## config.mk

```make
export PLATFORM = sky130hd
export DESIGN_NAME = aes_sbox
export DESIGN_NICKNAME = d
export VERILOG_FILES = /design/src/rtl/aes_sbox.sv
export SDC_FILE = /design/constraint.sdc
export NUM_CORES = 1
export LEC_CHECK = 0
export CAP_MARGIN = 10
export CORE_UTILIZATION = 50
export CTS_CLUSTER_SIZE = 25
export DETAILED_ROUTE_END_ITERATION = 6
export PLACE_DENSITY_LB_ADDON = 0.25
export REMOVE_ABC_BUFFERS = 1
export SYNTH_ARGS = -nofsm -noshare
export SYNTH_HDL_FRONTEND = slang
export SYNTH_SLANG_ARGS = --single-unit
```

## constraint.sdc

```tcl
create_clock -name clk -period 3.6 [get_ports clk]
set_clock_uncertainty 0.2 [all_clocks]
set_input_delay 0.36 -clock clk [delete_from_list [all_inputs] [get_ports clk]]
set_output_delay 0.36 -clock clk [all_outputs]
set_load 0.01 [all_outputs]
```

## src/rtl/aes_sbox.sv

```systemverilog
// aes_sbox: byte-wide AES forward substitution box (SubBytes).
// Used four times by the key-expansion engine for SubWord.
//
// Ports:
//   clk    in   1  rising-edge clock; only the registered output uses it
//   rst    in   1  synchronous reset, active-low (0 = reset)
//   data   in   8  byte to substitute
//   dout   out  8  combinational result S(data), zero latency, ignores rst
//   dout_q out  8  S(data) captured on the previous rising clk; 8'h00 in reset
//
// The substitution is a fully decoded constant ROM: every one of the 256
// inputs has an explicit entry, so the default arm can never be taken.
module aes_sbox (
   input  logic       clk,
   input  logic       rst,
   input  logic [7:0] data,
   output logic [7:0] dout,
   output logic [7:0] dout_q
);

   logic [7:0] w_sbox;
   logic [7:0] r_dout_q;

   always_comb begin
      w_sbox = '0;
      case (data)
         8'h00: w_sbox = 8'h63;
         8'h01: w_sbox = 8'h7c;
         8'h02: w_sbox = 8'h77;
         8'h03: w_sbox = 8'h7b;
         8'h04: w_sbox = 8'hf2;
         8'h05: w_sbox = 8'h6b;
         8'h06: w_sbox = 8'h6f;
         8'h07: w_sbox = 8'hc5;
         8'h08: w_sbox = 8'h30;
         8'h09: w_sbox = 8'h01;
         8'h0a: w_sbox = 8'h67;
         8'h0b: w_sbox = 8'h2b;
         8'h0c: w_sbox = 8'hfe;
         8'h0d: w_sbox = 8'hd7;
         8'h0e: w_sbox = 8'hab;
         8'h0f: w_sbox = 8'h76;
         8'h10: w_sbox = 8'hca;
         8'h11: w_sbox = 8'h82;
         8'h12: w_sbox = 8'hc9;
         8'h13: w_sbox = 8'h7d;
         8'h14: w_sbox = 8'hfa;
         8'h15: w_sbox = 8'h59;
         8'h16: w_sbox = 8'h47;
         8'h17: w_sbox = 8'hf0;
         8'h18: w_sbox = 8'had;
         8'h19: w_sbox = 8'hd4;
         8'h1a: w_sbox = 8'ha2;
         8'h1b: w_sbox = 8'haf;
         8'h1c: w_sbox = 8'h9c;
         8'h1d: w_sbox = 8'ha4;
         8'h1e: w_sbox = 8'h72;
         8'h1f: w_sbox = 8'hc0;
         8'h20: w_sbox = 8'hb7;
         8'h21: w_sbox = 8'hfd;
         8'h22: w_sbox = 8'h93;
         8'h23: w_sbox = 8'h26;
         8'h24: w_sbox = 8'h36;
         8'h25: w_sbox = 8'h3f;
         8'h26: w_sbox = 8'hf7;
         8'h27: w_sbox = 8'hcc;
         8'h28: w_sbox = 8'h34;
         8'h29: w_sbox = 8'ha5;
         8'h2a: w_sbox = 8'he5;
         8'h2b: w_sbox = 8'hf1;
         8'h2c: w_sbox = 8'h71;
         8'h2d: w_sbox = 8'hd8;
         8'h2e: w_sbox = 8'h31;
         8'h2f: w_sbox = 8'h15;
         8'h30: w_sbox = 8'h04;
         8'h31: w_sbox = 8'hc7;
         8'h32: w_sbox = 8'h23;
         8'h33: w_sbox = 8'hc3;
         8'h34: w_sbox = 8'h18;
         8'h35: w_sbox = 8'h96;
         8'h36: w_sbox = 8'h05;
         8'h37: w_sbox = 8'h9a;
         8'h38: w_sbox = 8'h07;
         8'h39: w_sbox = 8'h12;
         8'h3a: w_sbox = 8'h80;
         8'h3b: w_sbox = 8'he2;
         8'h3c: w_sbox = 8'heb;
         8'h3d: w_sbox = 8'h27;
         8'h3e: w_sbox = 8'hb2;
         8'h3f: w_sbox = 8'h75;
         8'h40: w_sbox = 8'h09;
         8'h41: w_sbox = 8'h83;
         8'h42: w_sbox = 8'h2c;
         8'h43: w_sbox = 8'h1a;
         8'h44: w_sbox = 8'h1b;
         8'h45: w_sbox = 8'h6e;
         8'h46: w_sbox = 8'h5a;
         8'h47: w_sbox = 8'ha0;
         8'h48: w_sbox = 8'h52;
         8'h49: w_sbox = 8'h3b;
         8'h4a: w_sbox = 8'hd6;
         8'h4b: w_sbox = 8'hb3;
         8'h4c: w_sbox = 8'h29;
         8'h4d: w_sbox = 8'he3;
         8'h4e: w_sbox = 8'h2f;
         8'h4f: w_sbox = 8'h84;
         8'h50: w_sbox = 8'h53;
         8'h51: w_sbox = 8'hd1;
         8'h52: w_sbox = 8'h00;
         8'h53: w_sbox = 8'hed;
         8'h54: w_sbox = 8'h20;
         8'h55: w_sbox = 8'hfc;
         8'h56: w_sbox = 8'hb1;
         8'h57: w_sbox = 8'h5b;
         8'h58: w_sbox = 8'h6a;
         8'h59: w_sbox = 8'hcb;
         8'h5a: w_sbox = 8'hbe;
         8'h5b: w_sbox = 8'h39;
         8'h5c: w_sbox = 8'h4a;
         8'h5d: w_sbox = 8'h4c;
         8'h5e: w_sbox = 8'h58;
         8'h5f: w_sbox = 8'hcf;
         8'h60: w_sbox = 8'hd0;
         8'h61: w_sbox = 8'hef;
         8'h62: w_sbox = 8'haa;
         8'h63: w_sbox = 8'hfb;
         8'h64: w_sbox = 8'h43;
         8'h65: w_sbox = 8'h4d;
         8'h66: w_sbox = 8'h33;
         8'h67: w_sbox = 8'h85;
         8'h68: w_sbox = 8'h45;
         8'h69: w_sbox = 8'hf9;
         8'h6a: w_sbox = 8'h02;
         8'h6b: w_sbox = 8'h7f;
         8'h6c: w_sbox = 8'h50;
         8'h6d: w_sbox = 8'h3c;
         8'h6e: w_sbox = 8'h9f;
         8'h6f: w_sbox = 8'ha8;
         8'h70: w_sbox = 8'h51;
         8'h71: w_sbox = 8'ha3;
         8'h72: w_sbox = 8'h40;
         8'h73: w_sbox = 8'h8f;
         8'h74: w_sbox = 8'h92;
         8'h75: w_sbox = 8'h9d;
         8'h76: w_sbox = 8'h38;
         8'h77: w_sbox = 8'hf5;
         8'h78: w_sbox = 8'hbc;
         8'h79: w_sbox = 8'hb6;
         8'h7a: w_sbox = 8'hda;
         8'h7b: w_sbox = 8'h21;
         8'h7c: w_sbox = 8'h10;
         8'h7d: w_sbox = 8'hff;
         8'h7e: w_sbox = 8'hf3;
         8'h7f: w_sbox = 8'hd2;
         8'h80: w_sbox = 8'hcd;
         8'h81: w_sbox = 8'h0c;
         8'h82: w_sbox = 8'h13;
         8'h83: w_sbox = 8'hec;
         8'h84: w_sbox = 8'h5f;
         8'h85: w_sbox = 8'h97;
         8'h86: w_sbox = 8'h44;
         8'h87: w_sbox = 8'h17;
         8'h88: w_sbox = 8'hc4;
         8'h89: w_sbox = 8'ha7;
         8'h8a: w_sbox = 8'h7e;
         8'h8b: w_sbox = 8'h3d;
         8'h8c: w_sbox = 8'h64;
         8'h8d: w_sbox = 8'h5d;
         8'h8e: w_sbox = 8'h19;
         8'h8f: w_sbox = 8'h73;
         8'h90: w_sbox = 8'h60;
         8'h91: w_sbox = 8'h81;
         8'h92: w_sbox = 8'h4f;
         8'h93: w_sbox = 8'hdc;
         8'h94: w_sbox = 8'h22;
         8'h95: w_sbox = 8'h2a;
         8'h96: w_sbox = 8'h90;
         8'h97: w_sbox = 8'h88;
         8'h98: w_sbox = 8'h46;
         8'h99: w_sbox = 8'hee;
         8'h9a: w_sbox = 8'hb8;
         8'h9b: w_sbox = 8'h14;
         8'h9c: w_sbox = 8'hde;
         8'h9d: w_sbox = 8'h5e;
         8'h9e: w_sbox = 8'h0b;
         8'h9f: w_sbox = 8'hdb;
         8'ha0: w_sbox = 8'he0;
         8'ha1: w_sbox = 8'h32;
         8'ha2: w_sbox = 8'h3a;
         8'ha3: w_sbox = 8'h0a;
         8'ha4: w_sbox = 8'h49;
         8'ha5: w_sbox = 8'h06;
         8'ha6: w_sbox = 8'h24;
         8'ha7: w_sbox = 8'h5c;
         8'ha8: w_sbox = 8'hc2;
         8'ha9: w_sbox = 8'hd3;
         8'haa: w_sbox = 8'hac;
         8'hab: w_sbox = 8'h62;
         8'hac: w_sbox = 8'h91;
         8'had: w_sbox = 8'h95;
         8'hae: w_sbox = 8'he4;
         8'haf: w_sbox = 8'h79;
         8'hb0: w_sbox = 8'he7;
         8'hb1: w_sbox = 8'hc8;
         8'hb2: w_sbox = 8'h37;
         8'hb3: w_sbox = 8'h6d;
         8'hb4: w_sbox = 8'h8d;
         8'hb5: w_sbox = 8'hd5;
         8'hb6: w_sbox = 8'h4e;
         8'hb7: w_sbox = 8'ha9;
         8'hb8: w_sbox = 8'h6c;
         8'hb9: w_sbox = 8'h56;
         8'hba: w_sbox = 8'hf4;
         8'hbb: w_sbox = 8'hea;
         8'hbc: w_sbox = 8'h65;
         8'hbd: w_sbox = 8'h7a;
         8'hbe: w_sbox = 8'hae;
         8'hbf: w_sbox = 8'h08;
         8'hc0: w_sbox = 8'hba;
         8'hc1: w_sbox = 8'h78;
         8'hc2: w_sbox = 8'h25;
         8'hc3: w_sbox = 8'h2e;
         8'hc4: w_sbox = 8'h1c;
         8'hc5: w_sbox = 8'ha6;
         8'hc6: w_sbox = 8'hb4;
         8'hc7: w_sbox = 8'hc6;
         8'hc8: w_sbox = 8'he8;
         8'hc9: w_sbox = 8'hdd;
         8'hca: w_sbox = 8'h74;
         8'hcb: w_sbox = 8'h1f;
         8'hcc: w_sbox = 8'h4b;
         8'hcd: w_sbox = 8'hbd;
         8'hce: w_sbox = 8'h8b;
         8'hcf: w_sbox = 8'h8a;
         8'hd0: w_sbox = 8'h70;
         8'hd1: w_sbox = 8'h3e;
         8'hd2: w_sbox = 8'hb5;
         8'hd3: w_sbox = 8'h66;
         8'hd4: w_sbox = 8'h48;
         8'hd5: w_sbox = 8'h03;
         8'hd6: w_sbox = 8'hf6;
         8'hd7: w_sbox = 8'h0e;
         8'hd8: w_sbox = 8'h61;
         8'hd9: w_sbox = 8'h35;
         8'hda: w_sbox = 8'h57;
         8'hdb: w_sbox = 8'hb9;
         8'hdc: w_sbox = 8'h86;
         8'hdd: w_sbox = 8'hc1;
         8'hde: w_sbox = 8'h1d;
         8'hdf: w_sbox = 8'h9e;
         8'he0: w_sbox = 8'he1;
         8'he1: w_sbox = 8'hf8;
         8'he2: w_sbox = 8'h98;
         8'he3: w_sbox = 8'h11;
         8'he4: w_sbox = 8'h69;
         8'he5: w_sbox = 8'hd9;
         8'he6: w_sbox = 8'h8e;
         8'he7: w_sbox = 8'h94;
         8'he8: w_sbox = 8'h9b;
         8'he9: w_sbox = 8'h1e;
         8'hea: w_sbox = 8'h87;
         8'heb: w_sbox = 8'he9;
         8'hec: w_sbox = 8'hce;
         8'hed: w_sbox = 8'h55;
         8'hee: w_sbox = 8'h28;
         8'hef: w_sbox = 8'hdf;
         8'hf0: w_sbox = 8'h8c;
         8'hf1: w_sbox = 8'ha1;
         8'hf2: w_sbox = 8'h89;
         8'hf3: w_sbox = 8'h0d;
         8'hf4: w_sbox = 8'hbf;
         8'hf5: w_sbox = 8'he6;
         8'hf6: w_sbox = 8'h42;
         8'hf7: w_sbox = 8'h68;
         8'hf8: w_sbox = 8'h41;
         8'hf9: w_sbox = 8'h99;
         8'hfa: w_sbox = 8'h2d;
         8'hfb: w_sbox = 8'h0f;
         8'hfc: w_sbox = 8'hb0;
         8'hfd: w_sbox = 8'h54;
         8'hfe: w_sbox = 8'hbb;
         8'hff: w_sbox = 8'h16;
         default: w_sbox = 8'h00;
      endcase
   end

   // Reset clears only the pipelined copy; the combinational path stays live.
   always_ff @(posedge clk) begin
      if (!rst) r_dout_q <= '0;
      else      r_dout_q <= w_sbox;
   end

   assign dout   = w_sbox;
   assign dout_q = r_dout_q;

endmodule

```

After elaboration in Yosys (flattened, before gate mapping)
Memories as Yosys holds them, arrays and structs flattened.
Cells that the tools add are included.

word-level totals
  register bits = 8
  ROM bits = 2048
  logic and storage cells = 2
  memories kept = 1
  bits of input ports = 10

memories
  name              words  width  rd ports  clocked after Yosys merged registers in  wr ports  RTL line  source
  (name not given)  256    8      1         0                                        0         26        case (data)

Logic depth before layout (Yosys ltp)
An unclocked memory read counts as a cell.

  depth after elaboration = 1
  depth in mapped cells = 11

Worst setup path after synthesis
OpenSTA, ideal clock, no wires.

  path kind = input to output
  start point = input data[1]
  end point = output dout[0]
  setup slack = 0.666 ns
  stages = 9
  arrival = 2.374 ns
  data required time = 3.040 ns
  cells stage by stage = buf_2 > inv_1 > ha_1 > clkbuf_1 > a21oi_1 > mux4_2 > a22oi_1 > o311ai_1 > a221o_1

between the ends
  word-level cells in the longest chain between the ends = 1

RTL lines
  what                RTL line  source
  start: declaration  16        input logic [7:0] data,
  memory 256 x 8 bit  -
  end: declaration    17        output logic [7:0] dout,

No other way between the ends.

Final worst setup path
  start point = input data[0]
  end point = output dout[0]

The elaborated chain is that of the path after synthesis.

==> flow_metrics.py <==
metrics = {
    "synthesis": {
        "yosysSeqAreaShare_pct": 4.16,
        "ys_ff_latch": 8,
        "syn_inst": 573,
        "async_flop_share_pct": 0,
        "synth_edf_count": 0,
        "ys_warn_count": 0,
        "syn_area_um2": 3850,
        "ys_types": 83,
        "ys.flop_type": "dfxtp_1",
        "syn_area_per_cell_um2": 6.72,
    },
    "clock_tree": {
        "clock_sinks": 8,
        "cts_buffers": 3,
        "cts_tree": "yes",
        "cts_htree_levels": 1,
        "clock-root-buffer": "clkbuf_8",
        "clk_pin_slew_ns": 0.04,
        "cts_buffer_depth": 2,
    },
    "floorplanning": {
        "fp.dieW_um": 89.8,
        "start_util_pct": 52.6,
        "row_count": 31,
        "io_pins": 26,
        "die_h_um": 89.8,
        "die-area_um2": 8060,
        "core_um2": 7330,
    },
    "pwr": {
        "power_density_nw_per_um2": 193,
        "cellLeakagePower_uw": 0.00215,
        "irDropWorstVdd_mv": 0.128,
    },
    "timing": {
        "period_needed_ns": 3.63,
        "relSlewSlack_pct": 40.6,
        "tns_ns": -0.0317,
        "rsz0062_at_grt": "true",
        "fin_ws_ns": -0.0317,
        "fmax_mhz": 275,
        "holdWs_ns": 0.716,
        "post-route-period-util_pct": 101,
        "final-max-slew-violation-count": 0,
        "tightest_slew_ns": 0.889,
        "finalHoldViolCount": 0,
        "finalSetupViolCount": 1,
    },
    "status": {
        "outcome": "complete, but fails checks",
        "violations": "DRC, setup timing",
    },
    "route": {
        "drt_iter0_drc": 1453,
        "vias_per_cell": 7.78,
        "postRouteAntennaNets": 0,
        "wl_per_cell_um": 27.6,
        "drtPass1Iterations": 7,
        "drt-total-wl_um": 21600,
        "num_vias": 6098,
        "drc": 30,
    },
    "layout": {
        "antenna_cells": 0,
        "final_cells": 784,
        "num-nets-final": 712,
        "n_fill_cell": 603,
        "largest_register_ffs": 8,
        "area_delta_synth_final_pct": 39.6,
        "drive_gt1_share_pct": 33.7,
    },
    "critical_path": {
        "endpoint_kind": "output pin",
        "cpMostUsedCell": "buf_4",
        "arrival_ns": 3.07,
        "cp.required_ns": 3.04,
        "start_kind": "primary input",
        "path_class": "in2out",
        "critPathMaxFanout": 14,
        "worstPathCellList": "clkdlybuf4s50_1, buf_4, buf_4, nand2_1, a21oi_1, nor3_1, a21o_1, o311ai_4, a221o_1, dlygate4sd2_1",
        "crit_slowest_cell": "clkdlybuf4s50_1",
        "slowest_delay_ns": 0.49,
    },
    "place": {
        "gp_congestion": 1.17,
        "dp_hpwl_um": 15900,
        "dp_cells": 778,
        "portBuffers": 25,
    },
    "global_routing": {
        "grt_pass1_wl_um": 32700,
        "grt_usage_pct": 52.6,
        "grt_max_degree": 59,
        "grt_pass1_vias": 5650,
        "grt_antenna_before_repair": 0,
        "grt_overflow_total": 0,
    },
    "job": {
        "drv_cap": 0,
    },
    "min_path": {
        "min_path_type": "in2reg",
    },
}
## timing repair
action / in CTS / in global routing
buffers inserted: 2 / 1
hold buffers: 0 / 0
endpoints found under the setup margin: 8 / 8
pin swaps: 8 / 6
resized for setup: 52 / 22
## cell type report
class                      count  area, µm²  share of cell area [%]
clock buffer                   3       41.3                   0.768
timing repair buffer         181       1470                    27.4
multi-input combinational    480       3530                    65.6
tap                           99        124                    2.30
inverter                      13       51.3                   0.954
sequential                     8        160                    2.98
## cells in the mapped netlist (5+ instances only)
library cell	number	area, µm²
a211o_1	5	43.8
a211oi_1	13	97.6
a21oi_1	39	195
a221o_1	5	50.1
a221oi_1	7	61.3
a311o_1	5	50.1
a311oi_1	10	87.6
a31oi_1	17	106
and2_1	10	62.6
and3_1	5	31.3
buf_2	32	160
buf_6	6	67.6
clkbuf_1	29	109
dfxtp_1	8	160
ha_1	15	188
inv_1	11	41.3
mux2i_1	7	70.1
mux4_2	9	203
nand2_1	46	173
nand2b_1	24	150
nand3_1	12	60.1
nor2_1	36	135
nor2b_1	20	125
nor3_1	29	145
o211ai_1	6	45.0
o21ai_0	47	235
o22ai_1	6	37.5
o311ai_0	9	78.8
o31ai_1	8	60.1
o32ai_1	5	43.8
## logic make-up after synthesis
group | count (synthesis) | synth area share [%]
compound gates | 236 | 44.1
fa+ha+maj | 15 | 4.87
buf+inv | 85 | 10.9
flops | 8 | 4.16
mux | 17 | 7.37
simple gates | 212 | 28.5
## layout by cell type, fill, tap and decap left out, types with 6 or more instances in the layout
cell and n:
a21oi_1 35, clkdlybuf4s50_1 12, nand3_1 12, mux4_2 9, nand2b_1 22, inv_1 9, nor3_1 24, buf_12 6
ha_1 9, a311oi_1 10, buf_4 151, o211ai_1 6, nor2b_1 19, o311ai_0 9, nor2_1 34, and2_1 9
o21ai_0 45, a31oi_1 17, o31ai_1 7, nand2_1 46, a221oi_1 6, a211oi_1 11, dfxtp_1 8
## critical path, delay by kind of cell
kind	cells	cell delay, ns
simple gates	2	0.32
compound gates	4	1.09
buf+inv	4	1.28
## stage by stage
step | setup slack [ns] | power, µW | area [µm²] | utilization (%)
2_1_floorplan | 0.806 | 419 | 3480 | -
3_3_place_gp | -0.507 | 836 | 5060 | 69.1
3_5_place_dp | -0.494 | 840 | 5060 | 69.1
4_1_cts | 0.0141 | 971 | 5260 | 71.8
5_1_grt | -0.0492 | 1070 | 5380 | 73.4
6_report | -0.0317 | 1040 | 5380 | 73.4
## path summary, 6_finish.rpt
check / start / endpoint / slack [ns] / cells after the start
hold / removal: rst / dout_q[5] / 0.72 / 2
setup / recovery: data[0] / dout[0] / -0.03 / 10
## power breakdown
part	internal [µW]	switching, µW	total [µW]
clock network	72.5	35.7	108
registers	99.0	2.71	102
logic	353	477	829
## layer usage
metal  wire length [µm]  GRT usage, %  part of all wire [%]  vias up
met4               2100          35.4                   9.7        0
li1                   -             -                     -     2453
met2               8460          75.8                    39      723
met3               3810          19.1                    18      253
met1               7250          65.2                    34     2669
met5                  0             0                     0        -
Power figures use the tool's default switching activity.
